--- config.mk ---
export PLATFORM = sky130hd
export DESIGN_NAME = onehot_sequencer
export DESIGN_NICKNAME = d
export VERILOG_FILES = /design/src/rtl/onehot_sequencer.sv
export SDC_FILE = /design/constraint.sdc
export NUM_CORES = 1
export LEC_CHECK = 0
export ABC_AREA = 0
export CAP_MARGIN = 40
export CORE_UTILIZATION = 25
export CTS_CLUSTER_SIZE = 30
export DETAILED_ROUTE_END_ITERATION = 16
export PLACE_DENSITY = 0.42
export SKIP_LAST_GASP = 1
export SLEW_MARGIN = 25
export SYNTH_ARGS = -nofsm -noshare
export SYNTH_HDL_FRONTEND = slang
export SYNTH_SLANG_ARGS = --single-unit
--- constraint.sdc ---
create_clock -name clk -period 2 [get_ports clk]
set_input_delay 0.4 -clock clk [delete_from_list [all_inputs] [get_ports clk]]
set_output_delay 0.4 -clock clk [all_outputs]
set_load 0.01 [all_outputs]
--- src/rtl/onehot_sequencer.sv ---
// -----------------------------------------------------------------------------
// onehot_sequencer
//
// Registered one-hot sequencer. It replaces the old combinational 3-to-8
// decoder. A position register (index) drives an always-one-hot output vector
// (onehot == 1 << index). The position can be decoded directly from sel, or it
// can step in one of three ways: rotate up, rotate down, or bounce between the
// two ends. A programmable prescaler sets the step rate.
//
// Parameters
//   SEL_W  width of sel/index; the block has N = 2**SEL_W outputs
//   DIV_W  width of the prescaler divisor
//
// Ports
//   clk     clock
//   rst_n   asynchronous active-low reset
//   ena     block enable; low freezes every state element
//   mode    00 DECODE, 01 ROT_UP, 10 ROT_DOWN, 11 BOUNCE
//   sel     decode select / load value
//   load    synchronous load of sel into index (takes priority over mode)
//   div     prescaler terminal count; one step every div+1 enabled cycles
//   onehot  registered one-hot vector, 1 << index
//   index   current position
//   wrap    one-cycle pulse on a wrap (rotate) or a reversal (bounce)
// -----------------------------------------------------------------------------
module onehot_sequencer #(
   parameter int SEL_W = 3,
   parameter int DIV_W = 16
) (
   input  logic                    clk,
   input  logic                    rst_n,
   input  logic                    ena,
   input  logic [1:0]              mode,
   input  logic [SEL_W-1:0]        sel,
   input  logic                    load,
   input  logic [DIV_W-1:0]        div,
   output logic [(2**SEL_W)-1:0]   onehot,
   output logic [SEL_W-1:0]        index,
   output logic                    wrap
);

   localparam int N = 2**SEL_W;

   localparam logic [1:0] MODE_DECODE   = 2'b00;
   localparam logic [1:0] MODE_ROT_UP   = 2'b01;
   localparam logic [1:0] MODE_ROT_DOWN = 2'b10;
   localparam logic [1:0] MODE_BOUNCE   = 2'b11;

   localparam logic DIR_UP   = 1'b0;
   localparam logic DIR_DOWN = 1'b1;

   localparam logic [SEL_W-1:0] IDX_MAX = '1;
   localparam logic [SEL_W-1:0] IDX_PEN = IDX_MAX - 1'b1;
   localparam logic [SEL_W-1:0] IDX_ONE = 1;

   logic [SEL_W-1:0] index_q, index_d;
   logic [N-1:0]     onehot_q, onehot_d;
   logic             wrap_q, wrap_d;
   logic [DIV_W-1:0] count_q, count_d;
   logic             dir_q, dir_d;
   logic [1:0]       mode_q, mode_d;  // mode seen on the last enabled cycle
   logic             tick;
   logic             dir_eff;

   // NOTE: every variable gets a default at the top of the block, so no
   // path can leave a value unassigned and no latch is inferred.
   always_comb begin
      index_d  = index_q;
      count_d  = count_q;
      dir_d    = dir_q;
      mode_d   = mode_q;
      wrap_d   = 1'b0;
      tick     = 1'b0;
      dir_eff  = dir_q;

      if (ena) begin
         // A count already above div keeps counting and wraps modulo
         // 2**DIV_W before it can match again.
         tick    = (count_q == div);
         count_d = tick ? '0 : count_q + 1'b1;
         mode_d  = mode;

         // The first cycle in BOUNCE always starts out going up.
         if (mode == MODE_BOUNCE && mode_q != MODE_BOUNCE)
            dir_eff = DIR_UP;
         dir_d = dir_eff;

         if (load) begin
            index_d = sel;
            count_d = '0;
            dir_d   = DIR_UP;
         end else begin
            case (mode)
               MODE_DECODE: index_d = sel;
               MODE_ROT_UP: begin
                  if (tick) begin
                     index_d = index_q + 1'b1;
                     wrap_d  = (index_q == IDX_MAX);
                  end
               end
               MODE_ROT_DOWN: begin
                  if (tick) begin
                     index_d = index_q - 1'b1;
                     wrap_d  = (index_q == '0);
                  end
               end
               default: begin  // MODE_BOUNCE
                  if (tick) begin
                     if (dir_eff == DIR_UP) begin
                        if (index_q == IDX_MAX) begin
                           // Loaded at the top end while heading up: turn
                           // around quietly, with no reversal pulse.
                           index_d = index_q - 1'b1;
                           dir_d   = DIR_DOWN;
                        end else begin
                           index_d = index_q + 1'b1;
                           if (index_q == IDX_PEN) begin
                              dir_d  = DIR_DOWN;
                              wrap_d = 1'b1;
                           end
                        end
                     end else begin
                        if (index_q == '0) begin
                           index_d = index_q + 1'b1;
                           dir_d   = DIR_UP;
                        end else begin
                           index_d = index_q - 1'b1;
                           if (index_q == IDX_ONE) begin
                              dir_d  = DIR_UP;
                              wrap_d = 1'b1;
                           end
                        end
                     end
                  end
               end
            endcase
         end
      end

      onehot_d          = '0;
      onehot_d[index_d] = 1'b1;
   end

   // NOTE: sequential state uses non-blocking assignments only. All
   // registers update together, so their order inside the block does not
   // matter.
   always_ff @(posedge clk or negedge rst_n) begin
      if (!rst_n) begin
         index_q  <= '0;
         onehot_q <= {{(N-1){1'b0}}, 1'b1};
         wrap_q   <= 1'b0;
         count_q  <= '0;
         dir_q    <= DIR_UP;
         mode_q   <= MODE_DECODE;
      end else begin
         index_q  <= index_d;
         onehot_q <= onehot_d;
         wrap_q   <= wrap_d;
         count_q  <= count_d;
         dir_q    <= dir_d;
         mode_q   <= mode_d;
      end
   end

   assign index  = index_q;
   assign onehot = onehot_q;
   assign wrap   = wrap_q;

endmodule

After elaboration in Yosys (flattened, before gate mapping)
Index checks and enable logic that the tools add are counted.
- register bits: 31
- input port bits: 25
- output and inout port bits: 12
- logic and storage cells: 57
- add/sub/neg operators: 3
- $lt $le $gt $ge: 2
- equality and inequality tests: 8
- multiplexer cells: 33
- reductions and logical operators: 5
- operators with widths (operator ; number):
    $mux W16 ; 2
    $mux W3 ; 8
    $mux W1 ; 20
    $add A16 B1 Y16 const B ; 1
    $eq A16 B16 Y1 ; 1
    $pmux W3 S3 ; 1
    $eq A3 B3 Y1 const B ; 2
    $eq A2 B2 Y1 const B ; 2
    $lt A3 B4 Y1 const B ; 1
    $add A3 B1 Y3 const B ; 1
    $demux W1 S3 ; 1
    $eq A3 B1 Y1 const B ; 1
    $ge A3 B1 Y1 const B ; 1
    $logic_not A3 Y1 ; 1
    $pmux W1 S3 ; 1
    $reduce_or A3 Y1 ; 1
    $sub A3 B1 Y3 const B ; 1
    $eq A2 B1 Y1 const B ; 1
    $logic_and A1 B1 Y1 ; 2
    $logic_not A2 Y1 ; 1
    $ne A2 B2 Y1 const B ; 1

Longest topological paths before layout
Gate-level depths: netlist of run 1.
- depth in word-level cells: 13
- gate-level depth with buffers: 10
- gate-level depth less buffers: 10

Least setup slack after synthesis of run 1
Ideal clock, no wire load.
- path kind: register to register
- start point: register index_q[0] (netlist: index[0])
- end point: register onehot_q[1] (netlist: onehot[1])
- setup time: 0.116 ns
- arrival time: 1.945 ns
- required time: 1.884 ns
- setup slack: -0.061 ns
- cell stages (with the launch flop): 11
- buffers on the path: 0
- period minus slack after synthesis: 2.061 ns
- path through: dfrtp_1 -> ha_1 -> ha_1 -> nand2_1 -> a211oi_1 -> nor4_1 -> a41oi_1 -> o311ai_0 -> a32o_2 -> inv_2 -> nor2_1
- cells in the longest elaborated chain, start to end: 11
- elaborated cells between the ends (all ways): 18
- classes of those cells: 2 x add/sub; 2 x order compare; 1 x eq/ne; 11 x mux; 2 x reduce/logical
- RTL lines (element ; line ; source):
    from (decl) ; 56 ; logic [SEL_W-1:0] index_q, index_d;
    from (signal assigned) ; 156 ; index_q <= index_d;
    $add A3 B1 Y3 (tied with other cells) ; 97, 116, 124 ;
    $mux W3 (on tied branches) ; 110, 123 ;
    $mux W3 ; 109 ; if (dir_eff == DIR_UP) begin
    $mux W3 ; 108 ; if (tick) begin
    $pmux W3 S3 * ; 93 ; case (mode)
    $mux W3 * ; 88 ; if (load) begin
    $mux W3 * ; 76 ; if (ena) begin
    net index_d[2] ; 56 ;
    $lt A3 B4 Y1 (implied by the code) or $ge A3 B1 Y1 (tied branches) ; 141 ; onehot_d[index_d] = 1'b1;
    $logic_and A1 B1 Y1 (implied by the code) ; 141 ;
    $mux W1 (implied by the code) ; 141 ;
    $demux W1 S3 * ; 141 ;
    net onehot_d[1] ; 57 ; logic [N-1:0] onehot_q, onehot_d;
    to (signal assigned) ; 150 ; onehot_q <= {{(N-1){1'b0}}, 1'b1};
    to (signal assigned) ; 157 ; onehot_q <= onehot_d;
    to (decl) ; 57 ;
Mark *: on every way through the listed nets, which the timed path passes. The rest lies on a longest branch.
A chain may end at the register's enable or synchronous reset.

Worst setup path after layout of run 1
Ends and elaborated chain as after synthesis.

==> implementation parameters, run 1 <==
Parameter                              Value

Drt
  Pre-Repair DR Iteration Count ... 6
  Final antenna-violating net count ... 0
  Post-DR wirelength/cell ... 14.0 um
  Via count ... 1901
  Total Wirelength ... 5.80 mm
  DRC violations left ... 0
  First-iteration detailed-routing DRC count ... 77
  Via density per instance ... 4.59

Global route
  Largest net degree at the start of global routing ... 32
  Grt ovf ... 0
  Total global routing track utilization ... 14.3%
  First-pass GRT wire length ... 9.56 mm
  Antenna violations before repair ... 0
  Number of global-route vias before repair ... 1901

Layout
  Diodes inserted ... 0
  Nets@finish ... 347
  Layout area overhead ... 50.3%
  Commonest cells after routing, fill and taps aside ... sky130_fd_sc_hd__buf_4 (44), sky130_fd_sc_hd__dfrtp_1 (28), sky130_fd_sc_hd__nand2_1 (20), sky130_fd_sc_hd__nor2_1 (19), sky130_fd_sc_hd__clkdlybuf4s50_1 (18)
  Fillers ... 789
  Area taken by multi-input logic gates ... 1350 um^2
  Sequential standard cell area ... 779 um^2
  Most common library cell in the layout ignoring fill and taps ... sky130_fd_sc_hd__buf_4
  Number of cells in the finished layout apart from fillers ... 414
  Fraction of layout instances using a drive strength above 1 ... 31.4%

Clock tree
  Cell at the root of the clock tree ... sky130_fd_sc_hd__clkbuf_8
  Worst-skew pair later-pin latency ... 0.29 ns
  Number of buffers inserted during clock tree synthesis ... 5
  Number of clock sinks ... 31
  Hold buffer count at CTS ... 0
  TritonCTS clock tree ... yes
  Clock-pin transition on the worst setup and hold timing paths ... 0.07 ns
  Htree depth ... 2
  CTS max path bufs ... 2

Pwr
  Internal power of the cells ... 1140 uW
  Clk network pwr share ... 30.4%
  Highest ir drop seen on vdd ... 0.000263 V
  Power dissipated by switching net loads ... 500 uW
  LEAKAGE ... 0.00139 uW
  Cell Pwr Density ... 525 nW/um^2
  Switching share of power ... 30.5%
  Logic pwr share ... 27.6%
  Register share of total power ... 42.0%

Timing
  Unrepaired setup endpoints after global routing ... true
  Timing-limited maximum frequency ... 477 MHz
  Minimum clock period after layout ... 2.10 ns
  Final WS setup ... -0.0962 ns
  Setup Skew ... 0.0134 ns
  Worst hold slack ... 0.501 ns
  Relative slew slack ... 72.3%
  Total Negative Setup Slacks ... -0.452 ns
  Final Setup Violations ... 9
  Max Transition Viols Final ... 0
  Final period util ... 105%
  Transition time at the pin with the least slew margin ... 0.415 ns
  Final Hold Violating Endpoints ... 0

Die
  Effective utilization at floorplan ... 26.3%
  Die boundary width ... 93.1 um
  Area of the core ... 7890 um^2
  Standard-cell rows ... 32
  Num ports ... 37
  Total die area ... 8670 um^2
  DIE HEIGHT ... 93.1 um

Logic synthesis
  Number of storage elements in the synthesis netlist ... 31
  Avg Inst Size Synth ... 9.06 um^2
  Synthesized netlist net count ... 265
  Gate count after technology mapping ... 229
  Netlist area before placement ... 2080 um^2
  Share of the yosys chip area belonging to registers ... 37.4%
  Top FF cell, synth ... sky130_fd_sc_hd__dfrtp_1
  Count of yosys warnings during synthesis ... 0
  Yosys cell types ... 53
  Async set-reset flop share out of synthesis ... 100%
  Number of flops mapped to enable cells by yosys ... 0

Hold path
  Path category of the worst min-delay check ... input pin to asynchronous set/reset pin

Placed design
  Port-buffer cells ... 36
  HPWL after DPL ... 4.37 mm
  Placer's final routability congestion estimate ... 0.800
  Post-placement cell count ... 399

Status
  Run status ... finished with violations
  Failing checks ... setup timing

Critical path
  Type of the worst setup path ... flop to flop
  Data required time of the worst path ... 2.18 ns
  CP Data Arrival Time ... 2.27 ns
  Worst Setup Start Kind ... flop
  Crit path capture type ... flop
  CP Max Fanout ... 5

Job
  Max-cap violations ... 0
worst max-delay path: stages, from the launching register on:
cell                       delay [ns]
sky130_fd_sc_hd__dfrtp_2         0.45
sky130_fd_sc_hd__ha_4            0.18
sky130_fd_sc_hd__ha_4            0.27
sky130_fd_sc_hd__nand2_1         0.06
sky130_fd_sc_hd__a211oi_2        0.20
sky130_fd_sc_hd__nor4_2          0.06
sky130_fd_sc_hd__a41oi_2         0.16
sky130_fd_sc_hd__o311ai_1        0.12
sky130_fd_sc_hd__a32o_2          0.33
sky130_fd_sc_hd__inv_4           0.11
sky130_fd_sc_hd__nor2_1          0.05
sequential cells by signal, indices dropped and copies added, names as in the netlist:
| register | count |
|---|---|
| count_q | 16 |
| onehot | 8 |
| index | 3 |
| mode_q | 2 |
| dir_q | 1 |
| wrap | 1 |
layer usage:
layer	up-vias	share of wire (%)	track usage, %
li1	958	-	-
met1	906	51	20.4
met2	30	45	21.9
met3	7	2.6	1.79
met4	0	1.5	5.00
met5	-	0	0
logic make-up (layout without fill, tap and decap cells):
group	Yosys count	after routing	share of synthesized area [%]
DFF	31	31	37.4
muxes	5	5	2.59
xor gates and xnor gates	27	27	12.1
AOI/OAI and AO/OA	39	39	13.6
adders and majority gates	11	11	6.63
and+or+nand+nor	94	95	22.8
buffers and inverters	22	104	4.88
path summary, 6_finish.rpt:
path	start	end	slack, ns	cells after the start
setup / recovery	index[0]$_DFF_PN0_	onehot[1]$_DFF_PN0_	-0.1	10
hold / removal	rst_n	count_q[12]$_DFFE_PN0P_	0.50	2
setup reg to reg	index[0]$_DFF_PN0_	onehot[1]$_DFF_PN0_	-0.1	10
hold reg to reg	mode_q[0]$_DFFE_PN0P_	mode_q[0]$_DFFE_PN0P_	0.57	1
max in group asynchronous	rst_n	onehot[0]$_DFF_PN1_	1.15	2
min in group clk	mode[0]	mode_q[0]$_DFFE_PN0P_	0.57	2
cell usage after synthesis (all sizes together), types with 2 or more instances:
cell type | number | area [um^2]
nand2 | 21 | 78.8
a311oi | 3 | 26.3
nor2b | 4 | 25.0
nor3 | 3 | 15.0
nand3 | 12 | 60.1
a21oi | 7 | 38.8
ha | 11 | 138
nor4 | 2 | 27.5
buf | 4 | 32.5
and3 | 3 | 18.8
a211oi | 3 | 22.5
clkbuf | 6 | 23.8
nand2b | 7 | 43.8
o21ai | 9 | 45.0
dfrtp | 30 | 751
nor2 | 28 | 105
mux2i | 2 | 20.0
nand4 | 9 | 62.6
mux2 | 3 | 33.8
or2 | 2 | 12.5
xnor2 | 21 | 199
xor2 | 6 | 52.6
inv | 12 | 45.0
metrics by stage:
stage | cell area, um^2 | total power (uW) | utilization, % | setup slack [ns]
after floorplan | 2100 | 899 | - | 0.00849
after global placement | 2860 | 1130 | 36.2 | -0.578
after detailed placement | 2860 | 1130 | 36.2 | -0.633
after CTS | 3020 | 1640 | 38.3 | -0.140
after global routing | 3120 | 1720 | 39.6 | -0.206
final | 3120 | 1640 | 39.6 | -0.0962
layout make-up:
type	instances	area share, %
Clock buffer	6	2.33
Tap cell	102	4.09
Sequential cell	31	25.0
Timing Repair Buffer	84	23.3
Inverter	12	1.52
Clock inverter	2	0.401
Multi-Input combinational cell	177	43.3
what timing repair did:
item                       CTS  global route
pin swaps                   20            16
setup endpoints to repair   24            23
buffers inserted             4             3
resized for setup           26            30
cloned                       0             1
power groups by stage:
stage               logic, uW  clock network (uW)  registers (uW)
floorplan                 191                   0             708
global placement          430                   0             702
detailed placement        428                   0             698
CTS                       437                 517             688
global route              496                 536             692
finish                    453                 498             688
No activity file was read; power rests on OpenSTA's default activity.
==> inputs of run 2 (changes only) <==
Settings changed: CTS_CLUSTER_SIZE 30 to 28, GPL_ROUTABILITY_DRIVEN set to 0.
==> results of run 2 <==
Same layout as run 1: the final DEF is identical, and so are final timing and power.
